<file path="src/rtl/end_screen_fade_seq.sv">
// End-screen fade sequencer: frame-counted fade-in, hold at full brightness, fade-out,
// scaling the palette RGB for each sprite pixel by the current fade level.
module end_screen_fade_seq #(
    parameter int FRAMES_PER_STEP = 2,
    parameter int HOLD_FRAMES     = 120
) (
    input  logic       clk_i,
    input  logic       rst_ni,
    input  logic       start_i,
    input  logic       skip_i,
    input  logic       vsync_i,
    input  logic       pix_valid_i,
    input  logic [3:0] pix_index_i,
    output logic [3:0] pal_index_o,
    input  logic [3:0] pal_red_i,
    input  logic [3:0] pal_green_i,
    input  logic [3:0] pal_blue_i,
    output logic [3:0] out_red_o,
    output logic [3:0] out_green_o,
    output logic [3:0] out_blue_o,
    output logic       out_valid_o,
    output logic [3:0] level_o,
    output logic       active_o,
    output logic       done_o
);

    localparam int FRAME_W = (FRAMES_PER_STEP > 1) ? $clog2(FRAMES_PER_STEP) : 1;
    localparam int HOLD_W  = (HOLD_FRAMES > 1) ? $clog2(HOLD_FRAMES) : 1;
    localparam logic [FRAME_W-1:0] FRAME_LAST = FRAME_W'(FRAMES_PER_STEP - 1);
    localparam logic [HOLD_W-1:0]  HOLD_LAST  = HOLD_W'(HOLD_FRAMES - 1);

    typedef enum logic [2:0] {
        IDLE,
        FADE_IN,
        HOLD,
        FADE_OUT,
        DONE
    } state_t;

    state_t             state_q, state_d;
    logic [3:0]         level_q, level_d;
    logic [FRAME_W-1:0] frameCnt_q, frameCnt_d;
    logic [HOLD_W-1:0]  holdCnt_q, holdCnt_d;
    logic               vsync_q;
    logic               frameTick;

    logic [3:0] fadedRed, fadedGreen, fadedBlue;
    logic [3:0] outRed_q, outGreen_q, outBlue_q;
    logic       outValid_q;

    assign frameTick = vsync_q & ~vsync_i;

    always_ff @(posedge clk_i or negedge rst_ni) begin
        if (!rst_ni) begin
            state_q    <= IDLE;
            level_q    <= 4'd0;
            frameCnt_q <= '0;
            holdCnt_q  <= '0;
            vsync_q    <= 1'b1;
        end else begin
            state_q    <= state_d;
            level_q    <= level_d;
            frameCnt_q <= frameCnt_d;
            holdCnt_q  <= holdCnt_d;
            vsync_q    <= vsync_i;
        end
    end

    // A skip in FADE_IN/HOLD wins over a coincident frame tick, which is then discarded.
    always_comb begin
        state_d    = state_q;
        level_d    = level_q;
        frameCnt_d = frameCnt_q;
        holdCnt_d  = holdCnt_q;
        case (state_q)
            IDLE, DONE: begin
                if (start_i) begin
                    state_d    = FADE_IN;
                    level_d    = 4'd0;
                    frameCnt_d = '0;
                    holdCnt_d  = '0;
                end
            end
            FADE_IN: begin
                if (skip_i) begin
                    state_d    = HOLD;
                    level_d    = 4'd15;
                    frameCnt_d = '0;
                    holdCnt_d  = '0;
                end else if (frameTick) begin
                    if (frameCnt_q == FRAME_LAST) begin
                        frameCnt_d = '0;
                        level_d    = level_q + 4'd1;
                        if (level_q == 4'd14) begin
                            state_d   = HOLD;
                            holdCnt_d = '0;
                        end
                    end else begin
                        frameCnt_d = frameCnt_q + FRAME_W'(1);
                    end
                end
            end
            HOLD: begin
                level_d = 4'd15;
                if (skip_i) begin
                    state_d    = FADE_OUT;
                    frameCnt_d = '0;
                    holdCnt_d  = '0;
                end else if (frameTick) begin
                    if (holdCnt_q == HOLD_LAST) begin
                        state_d    = FADE_OUT;
                        frameCnt_d = '0;
                        holdCnt_d  = '0;
                    end else begin
                        holdCnt_d = holdCnt_q + HOLD_W'(1);
                    end
                end
            end
            FADE_OUT: begin
                if (frameTick) begin
                    if (frameCnt_q == FRAME_LAST) begin
                        frameCnt_d = '0;
                        level_d    = level_q - 4'd1;
                        if (level_q == 4'd1) begin
                            state_d = DONE;
                        end
                    end else begin
                        frameCnt_d = frameCnt_q + FRAME_W'(1);
                    end
                end
            end
            default: begin
                state_d = IDLE;
            end
        endcase
    end

    // Level 15 multiplies by 16 so the top nibble returns the palette colour unchanged.
    function automatic logic [3:0] scaleChannel(input logic [3:0] colour, input logic [3:0] lvl);
        logic [7:0] product;
        product = {4'b0000, colour} * ({4'b0000, lvl} + 8'd1);
        return (lvl == 4'd0) ? 4'd0 : product[7:4];
    endfunction

    assign pal_index_o = pix_index_i;
    assign fadedRed    = scaleChannel(pal_red_i, level_q);
    assign fadedGreen  = scaleChannel(pal_green_i, level_q);
    assign fadedBlue   = scaleChannel(pal_blue_i, level_q);

    always_ff @(posedge clk_i or negedge rst_ni) begin
        if (!rst_ni) begin
            outRed_q   <= 4'd0;
            outGreen_q <= 4'd0;
            outBlue_q  <= 4'd0;
            outValid_q <= 1'b0;
        end else begin
            outRed_q   <= pix_valid_i ? fadedRed   : 4'd0;
            outGreen_q <= pix_valid_i ? fadedGreen : 4'd0;
            outBlue_q  <= pix_valid_i ? fadedBlue  : 4'd0;
            outValid_q <= pix_valid_i;
        end
    end

    assign out_red_o   = outRed_q;
    assign out_green_o = outGreen_q;
    assign out_blue_o  = outBlue_q;
    assign out_valid_o = outValid_q;
    assign level_o     = level_q;
    assign active_o    = (state_q == FADE_IN) || (state_q == HOLD) || (state_q == FADE_OUT);
    assign done_o      = (state_q == DONE);

endmodule
</file>
<file path="config.mk">
export PLATFORM = sky130hd
export DESIGN_NAME = end_screen_fade_seq
export DESIGN_NICKNAME = d
export VERILOG_FILES = /design/src/rtl/end_screen_fade_seq.sv
export SDC_FILE = /design/constraint.sdc
export NUM_CORES = 1
export LEC_CHECK = 0
export ABC_AREA = 1
export BUFFER_PORTS_ARGS = -buffer_cell sky130_fd_sc_hd__buf_2
export CORE_ASPECT_RATIO = 0.7
export CORE_MARGIN = 2
export CORE_UTILIZATION = 53
export CTS_CLUSTER_SIZE = 24
export DETAILED_ROUTE_END_ITERATION = 10
export PLACE_DENSITY = 0.78
export SETUP_SLACK_MARGIN = 0.5
export SYNTH_ARGS = -nofsm -noshare
export SYNTH_HDL_FRONTEND = slang
export SYNTH_SLANG_ARGS = --single-unit
</file>
<file path="constraint.sdc">
create_clock -name clk_i -period 3.04 [get_ports clk_i]
set_input_delay 0.152 -clock clk_i [delete_from_list [all_inputs] [get_ports clk_i]]
set_output_delay 0.152 -clock clk_i [all_outputs]
set_load 0.05 [all_outputs]
</file>
==> qor.txt, run 1 <==
Status: finished, violations left
Failing checks: setup timing
Max_cap viols: 0
Final Cell Area: 4120 µm²
CTS root buf: clkbuf_8
Met2 routed WL: 4040 µm
Later-pin clock latency in the skew report: 0.30 ns
Final Hold Fails: 0
FFs w/ async S/R, synth: 100%
Startpoint Class: flop
Worst hold path cell count: 4
Switching power: 2720 µW
HP Start: skip_i
Routed Antenna Nets: 0
Die area: 6590 µm²
CTS sink cnt: 29
GPL Wtd Cong: 0.891
Most used DFF post-synth: dfrtp_1
Post-Route Setup TNS: -0.0208 ns
Ant. Diodes: 0
Sequential area share after synthesis: 23.1%
Final worst setup slack: -0.0208 ns
Worst Path Arrival: 3.25 ns
Highest clock rate: 327 MHz
Final min period: 3.06 ns
Clock group share of total power: 9.5%
DP Wirelength: 5790 µm
Finished Layout Cells: 603
Number of global-route vias before repair: 2928
Data required time of the worst path: 3.23 ns
TritonCTS clock tree: built
Drt first pass iters: 5
Per-cell routed wire length: 14.0 µm
Core Area: 5730 µm²
Final Cycle Share: 101%
IO Count: 45
M1 WL: 3800 µm
Uppermost layer routed: met4
Critical path class: reg2reg
Die X: 96.2 µm
Switching share of power: 51.3%
Reg2reg end: out_green_o[3]$_DFF_PN0_
Nets: 597
Reg2Reg Setup Slack: -0.02 ns
Area grow syn2layout: 30.5%
Syn. warnings: 0
Initial core utilization: 55.1%
Distinct cells, synth: 34
Post-synth EDFFs: 0
CP max FO: 5
Sequential Power Share: 11.1%
Slew @ Worst Pin: 0.706 ns
DP Area: 3580 µm²
# DRC: 0
Final WL: 8460 µm
Global-route wire length before repair: 13200 µm
RSZ-0062 raised after global routing: yes
Leak Pwr: 0.00225 µW
PD cells: 1290 nW/µm²
Largest net degree at the start of global routing: 30
Worst R2R Start: level_o[1]$_DFFE_PN0P_
Met3 WL: 484 µm
HP Class: in2reg
Syn Std Cell Area: 3150 µm²
Worst Reg2Reg Path Length in Cells: 16
Worst Hold End: holdCnt_q[2]$_DFFE_PN0P_
Max VDD drop: 0.00101 V
Port Buffers: 36
Gate power share: 79.4%
Htree depth: 2
Clock Skew: 0.00854 ns
Placed insts: 570
Cells after synthesis: 457
Grt total ovfl: 0
Headroom to the max-slew limit: 52.8%
Syn Area/Cell: 6.90 µm²
#FFs+latches synth: 29
Vias per cell: 5.24
Final setup fails: 1
Internal power: 2580 µW
Mapped Nets: 527
DIE HEIGHT: 68.5 µm
CTS max path bufs: 2
Critical Path Sink Type: flop
Overall fraction of global-route tracks in use: 26.3%
Clk pin slew, worst setup/hold paths: 0.08 ns
Violation count after the first detailed-routing iteration: 209
Inserted Clock Buffers: 5
Row count: 23
Antenna violations before repair: 0
Layout cells sized above 1: 31.1%
Slew Limit Fails: 0
Routed vias: 3158
Setup slack at placement: -0.0345 ns
logic make-up after synthesis:
kind of cell	count (synthesis)	synth area share, %
and+or+nand+nor	253	34.7
buffers and inverters	87	11.2
adders and majority gates	48	22.6
AOI/OAI and AO/OA	33	6.51
DFF	29	23.1
xor gates and xnor gates	7	1.94
power by group through the flow:
| stage | clock, µW | sequential (µW) | combinational [µW] |
|---|---|---|---|
| after floorplan | 0 | 821 | 2340 |
| after global placement | 0 | 577 | 3180 |
| after detailed placement | 0 | 579 | 3270 |
| after CTS | 503 | 582 | 3690 |
| after global routing | 522 | 599 | 4590 |
| final | 504 | 586 | 4200 |
critical path, stage by stage (launching register included):
cell and delay [ns]:
dfrtp_2 0.45, ha_4 0.19, xor2_4 0.16, inv_4 0.10
nor2_2 0.05, fa_1 0.50, inv_1 0.05, fa_1 0.52
inv_2 0.06, ha_4 0.28, nand2_2 0.06, a21oi_2 0.13
nor2_1 0.06, o21ai_1 0.12, nand2_1 0.08, nand2_1 0.07
nor2_1 0.05
cells in the mapped netlist (3+ instances only):
| library cell | count | share of area (%) |
|---|---|---|
| a21o_1 | 3 | 0.71 |
| a21oi_1 | 10 | 1.6 |
| buf_4 | 6 | 1.4 |
| dfrtp_1 | 28 | 22 |
| fa_1 | 15 | 9.5 |
| ha_1 | 33 | 13 |
| inv_1 | 73 | 8.7 |
| inv_2 | 5 | 0.60 |
| nand2_1 | 127 | 15 |
| nand3_1 | 40 | 6.3 |
| nand4_1 | 11 | 2.2 |
| nor2_1 | 60 | 7.1 |
| nor2_2 | 3 | 0.60 |
| nor2_4 | 3 | 1.1 |
| o21ai_0 | 11 | 1.7 |
| xnor2_1 | 3 | 0.83 |
| xor2_1 | 4 | 1.1 |
worst max-delay path by stage:
stage | start | endpoint | slack, ns
4_1_cts | level_o[1]$_DFFE_PN0P_ | out_green_o[3]$_DFF_PN0_ | 0.03
5_1_grt | level_o[1]$_DFFE_PN0P_ | out_green_o[3]$_DFF_PN0_ | -0.13
6_report | level_o[1]$_DFFE_PN0P_ | out_green_o[3]$_DFF_PN0_ | -0.02
3_3_place_gp | level_o[1]$_DFFE_PN0P_ | out_blue_o[3]$_DFF_PN0_ | 0.09
3_5_place_dp | level_o[1]$_DFFE_PN0P_ | out_green_o[3]$_DFF_PN0_ | -0.03
2_1_floorplan | level_o[0]$_DFFE_PN0P_ | out_blue_o[3]$_DFF_PN0_ | -0.03
cell usage in the layout (no fill, tap or decap), types with 2 or more instances in the layout:
| cell | instances |
|---|---|
| xor2_1 | 3 |
| nand3_2 | 9 |
| ha_4 | 12 |
| nor2_2 | 6 |
| a21oi_2 | 7 |
| nor2_4 | 3 |
| buf_4 | 26 |
| inv_2 | 11 |
| nand2_2 | 18 |
| inv_4 | 2 |
| buf_6 | 5 |
| fa_2 | 6 |
| o21ai_0 | 5 |
| dfrtp_2 | 4 |
| nor2_1 | 57 |
| inv_1 | 64 |
| xnor2_1 | 3 |
| buf_2 | 36 |
| clkbuf_8 | 5 |
| nand4_1 | 11 |
| a21boi_1 | 2 |
| dfrtp_1 | 24 |
| o21ai_1 | 8 |
| nand2_4 | 2 |
| nand2_1 | 110 |
| fa_1 | 9 |
| a21oi_1 | 3 |
| nand3_1 | 33 |
| bufinv_16 | 2 |
| a21o_1 | 3 |
| ha_1 | 21 |
| dlygate4sd3_1 | 3 |
final cells by class:
cell class | instances | area [µm²]
Tap cell | 75 | 93.8
Multi-Input combinational cell | 341 | 2380
Clock buffer | 5 | 68.8
Fill cell | 422 | 1610
Clock inverter | 3 | 65.1
Sequential cell | 29 | 732
Timing Repair Buffer | 71 | 465
Inverter | 79 | 312
metal layers:
layer | track usage [%] | vias to the layer above
met4 | 6.61 | 0
met2 | 43.2 | 110
met1 | 35.3 | 1470
met5 | 0 | -
met3 | 5.98 | 15
li1 | - | 1563
per-stage QoR:
stage / hold slack, ns / utilization (%) / total power (µW)
final: 0.226 / 71.9 / 5290
after global routing: 0.245 / 71.9 / 5710
after detailed placement: 0.224 / 62.6 / 3850
after CTS: 0.210 / 69.1 / 4780
after floorplan: -0.144 / - / 3160
after global placement: 0.217 / 62.6 / 3750
flip-flops by register name, indices dropped and copies added, names as in the netlist:
| name | flops |
|---|---|
| vsync_q | 1 |
| out_green_o | 4 |
| out_blue_o | 4 |
| holdCnt_q | 7 |
| frameCnt_q | 1 |
| out_red_o | 4 |
| level_o | 4 |
| out_valid_o | 1 |
| state_q | 3 |
what timing repair did:
action,CTS,global route
hold endpoints to repair,30,0
setup buffers,16,6
resized for setup,32,28
hold buffers,3,0
pin swaps,17,16
setup endpoints to repair,12,12
cloned,0,0
Note: power is estimated with default switching activity, not from simulation.
==> run 2, diff against run 1 <==
CORE_UTILIZATION = 59   (was 53)
PLACE_DENSITY = 0.82   (was 0.78)
clock period = 3 ns   (was 3.04 ns; I/O delays follow)
==> qor.txt, run 2 (synthesized netlist as in run 1, its figures left out) <==
Worst Path Arrival: 3.17 ns
Routed vias: 3249
Clk pin slew, worst setup/hold paths: 0.07 ns
Max VDD drop: 0.000870 V
Crit path launch: level_o[0]$_DFFE_PN0P_
Clock group share of total power: 9.2%
Die X: 91.4 µm
Layout cells sized above 1: 30.5%
Data required time of the worst path: 3.18 ns
TritonCTS clock tree: built
CP max FO: 7
Max FFs per register: 7
Antenna violations before repair: 0
Gate power share: 79.8%
Area occupied by multi-input gates: 2350 µm²
Die area: 5950 µm²
DIE HEIGHT: 65.2 µm
Core Area: 5200 µm²
Status: finished, final reports clean
Highest clock rate: 334 MHz
Per-cell routed wire length: 14.4 µm
Inserted Clock Buffers: 5
Worst hold path cell count: 4
Most used cell, CP: nand2_1
Slew Limit Fails: 0
CTS root buf: clkbuf_8
Number of global-route vias before repair: 3117
Commonest non-fill, non-tap cell in the layout: nand2_1
# fillers: 348
Grt total ovfl: 0
Slew @ Worst Pin: 0.702 ns
Port Buffers: 36
Violation count after the first detailed-routing iteration: 255
PD cells: 1330 nW/µm²
Internal power: 2580 µW
IO Count: 45
Final min period: 2.99 ns
Sequential Power Share: 11.0%
Delay-heaviest family, CP: adder cells
Worst Reg2Reg Path Length in Cells: 15
Ant. Diodes: 0
Leading cell types in the layout, fill and taps excluded: 108 x nand2_1, 60 x inv_1, 56 x nor2_1
Row count: 22
Headroom to the max-slew limit: 53.1%
Area grow syn2layout: 28.5%
Largest net degree at the start of global routing: 30
Top reg by flops: holdCnt_q
DP Area: 3600 µm²
Routed Antenna Nets: 0
DP Wirelength: 5660 µm
Drt first pass iters: 7
Final WL: 8520 µm
Global-route wire length before repair: 14300 µm
Switching power: 2800 µW
# DRC: 0
CP max stage cell: fa_2
Final Cycle Share: 99.7%
Setup crit end: out_green_o[3]$_DFF_PN0_
Max stage delay on crit path: 0.57 ns
Startpoint Class: flop
Initial core utilization: 60.6%
Clock Skew: 0.00744 ns
Worst R2R Start: level_o[0]$_DFFE_PN0P_
Reg area: 732 µm²
Post-Route Setup TNS: 0 ns
Final Hold Fails: 0
Final Cell Area: 4050 µm²
CTS max path bufs: 2
Switching share of power: 52.1%
HP Class: in2reg
Critical Path Sink Type: flop
Max_cap viols: 0
Nets: 591
RSZ-0062 raised after global routing: yes
Leak Pwr: 0.00223 µW
Reg2Reg Setup Slack: 0.008 ns
Worst-path cell chain: ha_4 > xor2_4 > buf_6 > nand2_1 > fa_2 > inv_1 > fa_2 > ha_4 > nand2_2 > a21oi_2 > nor2_1 > o21ai_1 > nand2_1 > nand2_1 > nor2_1
Critical path class: reg2reg
WP buf/inv: 2
Overall fraction of global-route tracks in use: 30.0%
Later-pin clock latency in the skew report: 0.29 ns
Vias per cell: 5.47
Final setup fails: 0
Critical Path Stages: 15
Reg2reg end: out_green_o[3]$_DFF_PN0_
GPL Wtd Cong: 0.863
Htree depth: 2
CTS sink cnt: 29
[run 2: cell count changes in the layout (fill, tap and decap cells not counted), moves of 2 or more]
cell	change
ha_1	+2
nand3_1	+2
nand3_2	-2
inv_2	+4
a21oi_1	+2
a21oi_2	-2
buf_4	-7
inv_1	-4
nand2_1	-2
buf_6	+2
ha_4	-2
[run 2: worst min-delay path: cells and delay by family]
| kind | cells | cell delay [ns] |
|---|---|---|
| buffers and inverters | 1 | 0.16 |
| and+or+nand+nor | 3 | 0.19 |
[run 2: area by class of cell]
type / count / area share, %
Clock inverter: 3 / 1.61
Inverter: 79 / 7.69
Timing Repair Buffer: 65 / 10.7
Tap cell: 72 / 2.22
Sequential cell: 29 / 18.1
Multi-Input combinational cell: 341 / 58.0
Clock buffer: 5 / 1.70
[run 2: per-layer routing]
metal  vias up  global-route usage, %  routed length [µm]
met4         0                   9.47                 136
met3        22                   5.39                 611
met2       147                   49.4                3910
met1      1524                   40.7                3870
li1       1556                      -                   -
met5         -                      0                   0
[run 2: how the worst min path moves through the flow]
stage | startpoint | to
2_1_floorplan | rst_ni | frameCnt_q$_DFFE_PN0P_
3_3_place_gp | rst_ni | out_red_o[2]$_DFF_PN0_
3_5_place_dp | rst_ni | out_red_o[1]$_DFF_PN0_
4_1_cts | pix_valid_i | out_valid_o$_DFF_PN0_
5_1_grt | skip_i | holdCnt_q[2]$_DFFE_PN0P_
6_report | skip_i | holdCnt_q[2]$_DFFE_PN0P_
[run 2: power groups by stage]
stage	clock (µW)	sequential (µW)	combinational (µW)
final	495	593	4290
after CTS	497	587	3760
after floorplan	0	832	2370
after global placement	0	580	3260
after global routing	515	604	4680
after detailed placement	0	585	3360
[run 2: repair_timing]
action,4_1_cts,5_1_grt
setup buffers,10,3
pin swaps,15,17
endpoints found under the hold margin,29,1
gates resized for setup,32,32
hold buffers,2,1
setup endpoints to repair,12,12
[run 2: per-stage QoR]
stage	util, %	power, µW	cells	hold WS [ns]	setup WS [ns]
2_1_floorplan	-	3200	457	-0.146	-0.0682
3_3_place_gp	69.2	3840	570	0.205	0.0513
3_5_place_dp	69.2	3950	570	0.232	-0.0318
4_1_cts	75.3	4840	590	0.00412	0.0684
5_1_grt	77.8	5800	594	0.256	-0.118
6_report	77.8	5380	594	0.239	0.00771
==> run 3, diff against run 2 <==
clock period = 3.05 ns   (was 3 ns; I/O delays follow)
==> qor.txt, run 3 (synthesized netlist as in run 1, its figures left out) <==
Slew Limit Fails: 0
Leak Pwr: 0.00225 µW
Routed Antenna Nets: 0
Overall fraction of global-route tracks in use: 28.0%
Number of global-route vias before repair: 2948
Per-cell routed wire length: 14.0 µm
Htree depth: 2
Nets: 591
# DRC: 0
Internal power: 2490 µW
# fillers: 331
Startpoint Class: flop
Routed vias: 3193
Area grow syn2layout: 29.0%
Initial core utilization: 60.6%
Vias per cell: 5.38
Grt total ovfl: 0
Later-pin clock latency in the skew report: 0.28 ns
Reg area: 732 µm²
Leading cell types in the layout, fill and taps excluded: 114 x nand2_1, 64 x inv_1, 55 x nor2_1
Die X: 91.4 µm
Layout cells sized above 1: 29.1%
Worst Hold Slack: 0.0242 ns
Die area: 5950 µm²
Largest net degree at the start of global routing: 30
CTS max path bufs: 2
Slew @ Worst Pin: 0.671 ns
Port Buffers: 36
Core Area: 5200 µm²
GPL Wtd Cong: 0.907
Highest clock rate: 331 MHz
Max_cap viols: 0
PD cells: 1270 nW/µm²
CTS sink cnt: 29
Drt first pass iters: 5
Row count: 22
Switching power: 2680 µW
CP max stage cell: fa_1
TritonCTS clock tree: built
Violation count after the first detailed-routing iteration: 276
Critical Path Sink Type: flop
Max FFs per register: 7
DP Area: 3580 µm²
Sequential Power Share: 11.5%
Clock Skew: 0.00673 ns
CTS root buf: clkbuf_8
Switching share of power: 51.8%
Critical path class: reg2reg
Max stage delay on crit path: 0.53 ns
Worst Path Arrival: 3.19 ns
HP Class: in2reg
DIE HEIGHT: 65.2 µm
Max VDD drop: 0.000877 V
Final WL: 8290 µm
Final Hold Fails: 0
Global-route wire length before repair: 13200 µm
Final setup fails: 0
RSZ-0062 raised after global routing: yes
Final Cycle Share: 99.0%
Status: finished, final reports clean
Antenna violations before repair: 0
CP max FO: 6
Commonest non-fill, non-tap cell in the layout: nand2_1
Final Cell Area: 4070 µm²
Area occupied by multi-input gates: 2370 µm²
Clock group share of total power: 9.4%
Most used cell, CP: nor2_1
IO Count: 45
Worst-path cell chain: buf_12 > nand4_1 > nand2_2 > clkinv_4 > nor2_1 > fa_1 > inv_1 > fa_1 > inv_2 > ha_4 > nand2_2 > a21oi_2 > nor2_1 > o21ai_1 > nand2_1 > nand2_1 > nor2_1
Data required time of the worst path: 3.22 ns
Final min period: 3.02 ns
Ant. Diodes: 0
Clk pin slew, worst setup/hold paths: 0.07 ns
Top reg by flops: holdCnt_q
Inserted Clock Buffers: 5
Headroom to the max-slew limit: 55.1%
DP Wirelength: 5760 µm
Gate power share: 79.0%
-- run 3: cell count changes in the layout (fill, tap and decap cells not counted), moves of 2 or more --
cell	previous run	this run
buf_4	19	22
buf_6	7	4
inv_1	60	64
inv_2	15	12
nand2_1	108	114
nand2_2	19	10
nand2_4	3	6
nor2_2	6	8
-- run 3: final cells by class --
| class | count | area share [%] |
|---|---|---|
| clock buffers | 5 | 1.69 |
| clock inverters | 3 | 1.60 |
| inverters | 79 | 7.66 |
| multi-input cells | 341 | 58.3 |
| flip-flops and latches | 29 | 18.0 |
| well taps | 72 | 2.21 |
| repair buffers | 65 | 10.6 |
-- run 3: power by group through the flow --
stage	Sequential, µW	Combinational [µW]	Clock, µW
global placement	581	3150	0
CTS	589	3790	489
detailed placement	588	3250	0
finish	595	4080	487
floorplan	818	2330	0
global route	604	4440	509
-- run 3: layer usage --
layer  global-route usage, %  share of wire (%)
met5                       0                  0
met2                    46.2                 46
met1                    37.4                 44
met4                    10.4                2.0
met3                    5.05                7.3
-- run 3: final timing paths --
| kind | startpoint | end | slack, ns | cells after the start |
|---|---|---|---|---|
| setup / recovery | level_o[0]$_DFFE_PN0P_ | out_red_o[3]$_DFF_PN0_ | 0.03 | 17 |
| hold / removal | pix_valid_i | out_valid_o$_DFF_PN0_ | 0.02 | 1 |
| setup reg to reg | level_o[0]$_DFFE_PN0P_ | out_red_o[3]$_DFF_PN0_ | 0.03 | 17 |
| hold reg to reg | state_q[2]$_DFFE_PN0P_ | state_q[2]$_DFFE_PN0P_ | 0.52 | 2 |
| max in group asynchronous | rst_ni | level_o[0]$_DFFE_PN0P_ | 2.15 | 2 |
| min in group asynchronous | rst_ni | out_green_o[0]$_DFF_PN0_ | 0.43 | 2 |
-- run 3: through the flow --
step | total power, µW | setup WS, ns | util (%) | TNS, ns | std cells
detailed placement | 3840 | 0.00192 | 68.7 | 0 | 565
CTS | 4870 | 0.114 | 76.1 | 0 | 589
finish | 5170 | 0.0312 | 78.2 | 0 | 594
global route | 5560 | -0.0892 | 78.2 | -0.400 | 594
global placement | 3730 | 0.0683 | 68.7 | 0 | 565
floorplan | 3150 | -0.0182 | - | -0.0528 | 457
-- run 3: what timing repair did --
action	4_1_cts	5_1_grt
pin swaps	16	11
resized for setup	34	20
buffers inserted	14	5
hold buffers	2	0
setup endpoints to repair	12	12
hold endpoints to repair	29	0
-- run 3: worst max-delay path: cells and delay by family, from the launching register on --
kind	cells	cell delay [ns]
AOI/OAI and AO/OA	2	0.22
adders and majority gates	3	1.29
buffers and inverters	4	0.34
DFF	1	0.44
and+or+nand+nor	8	0.62
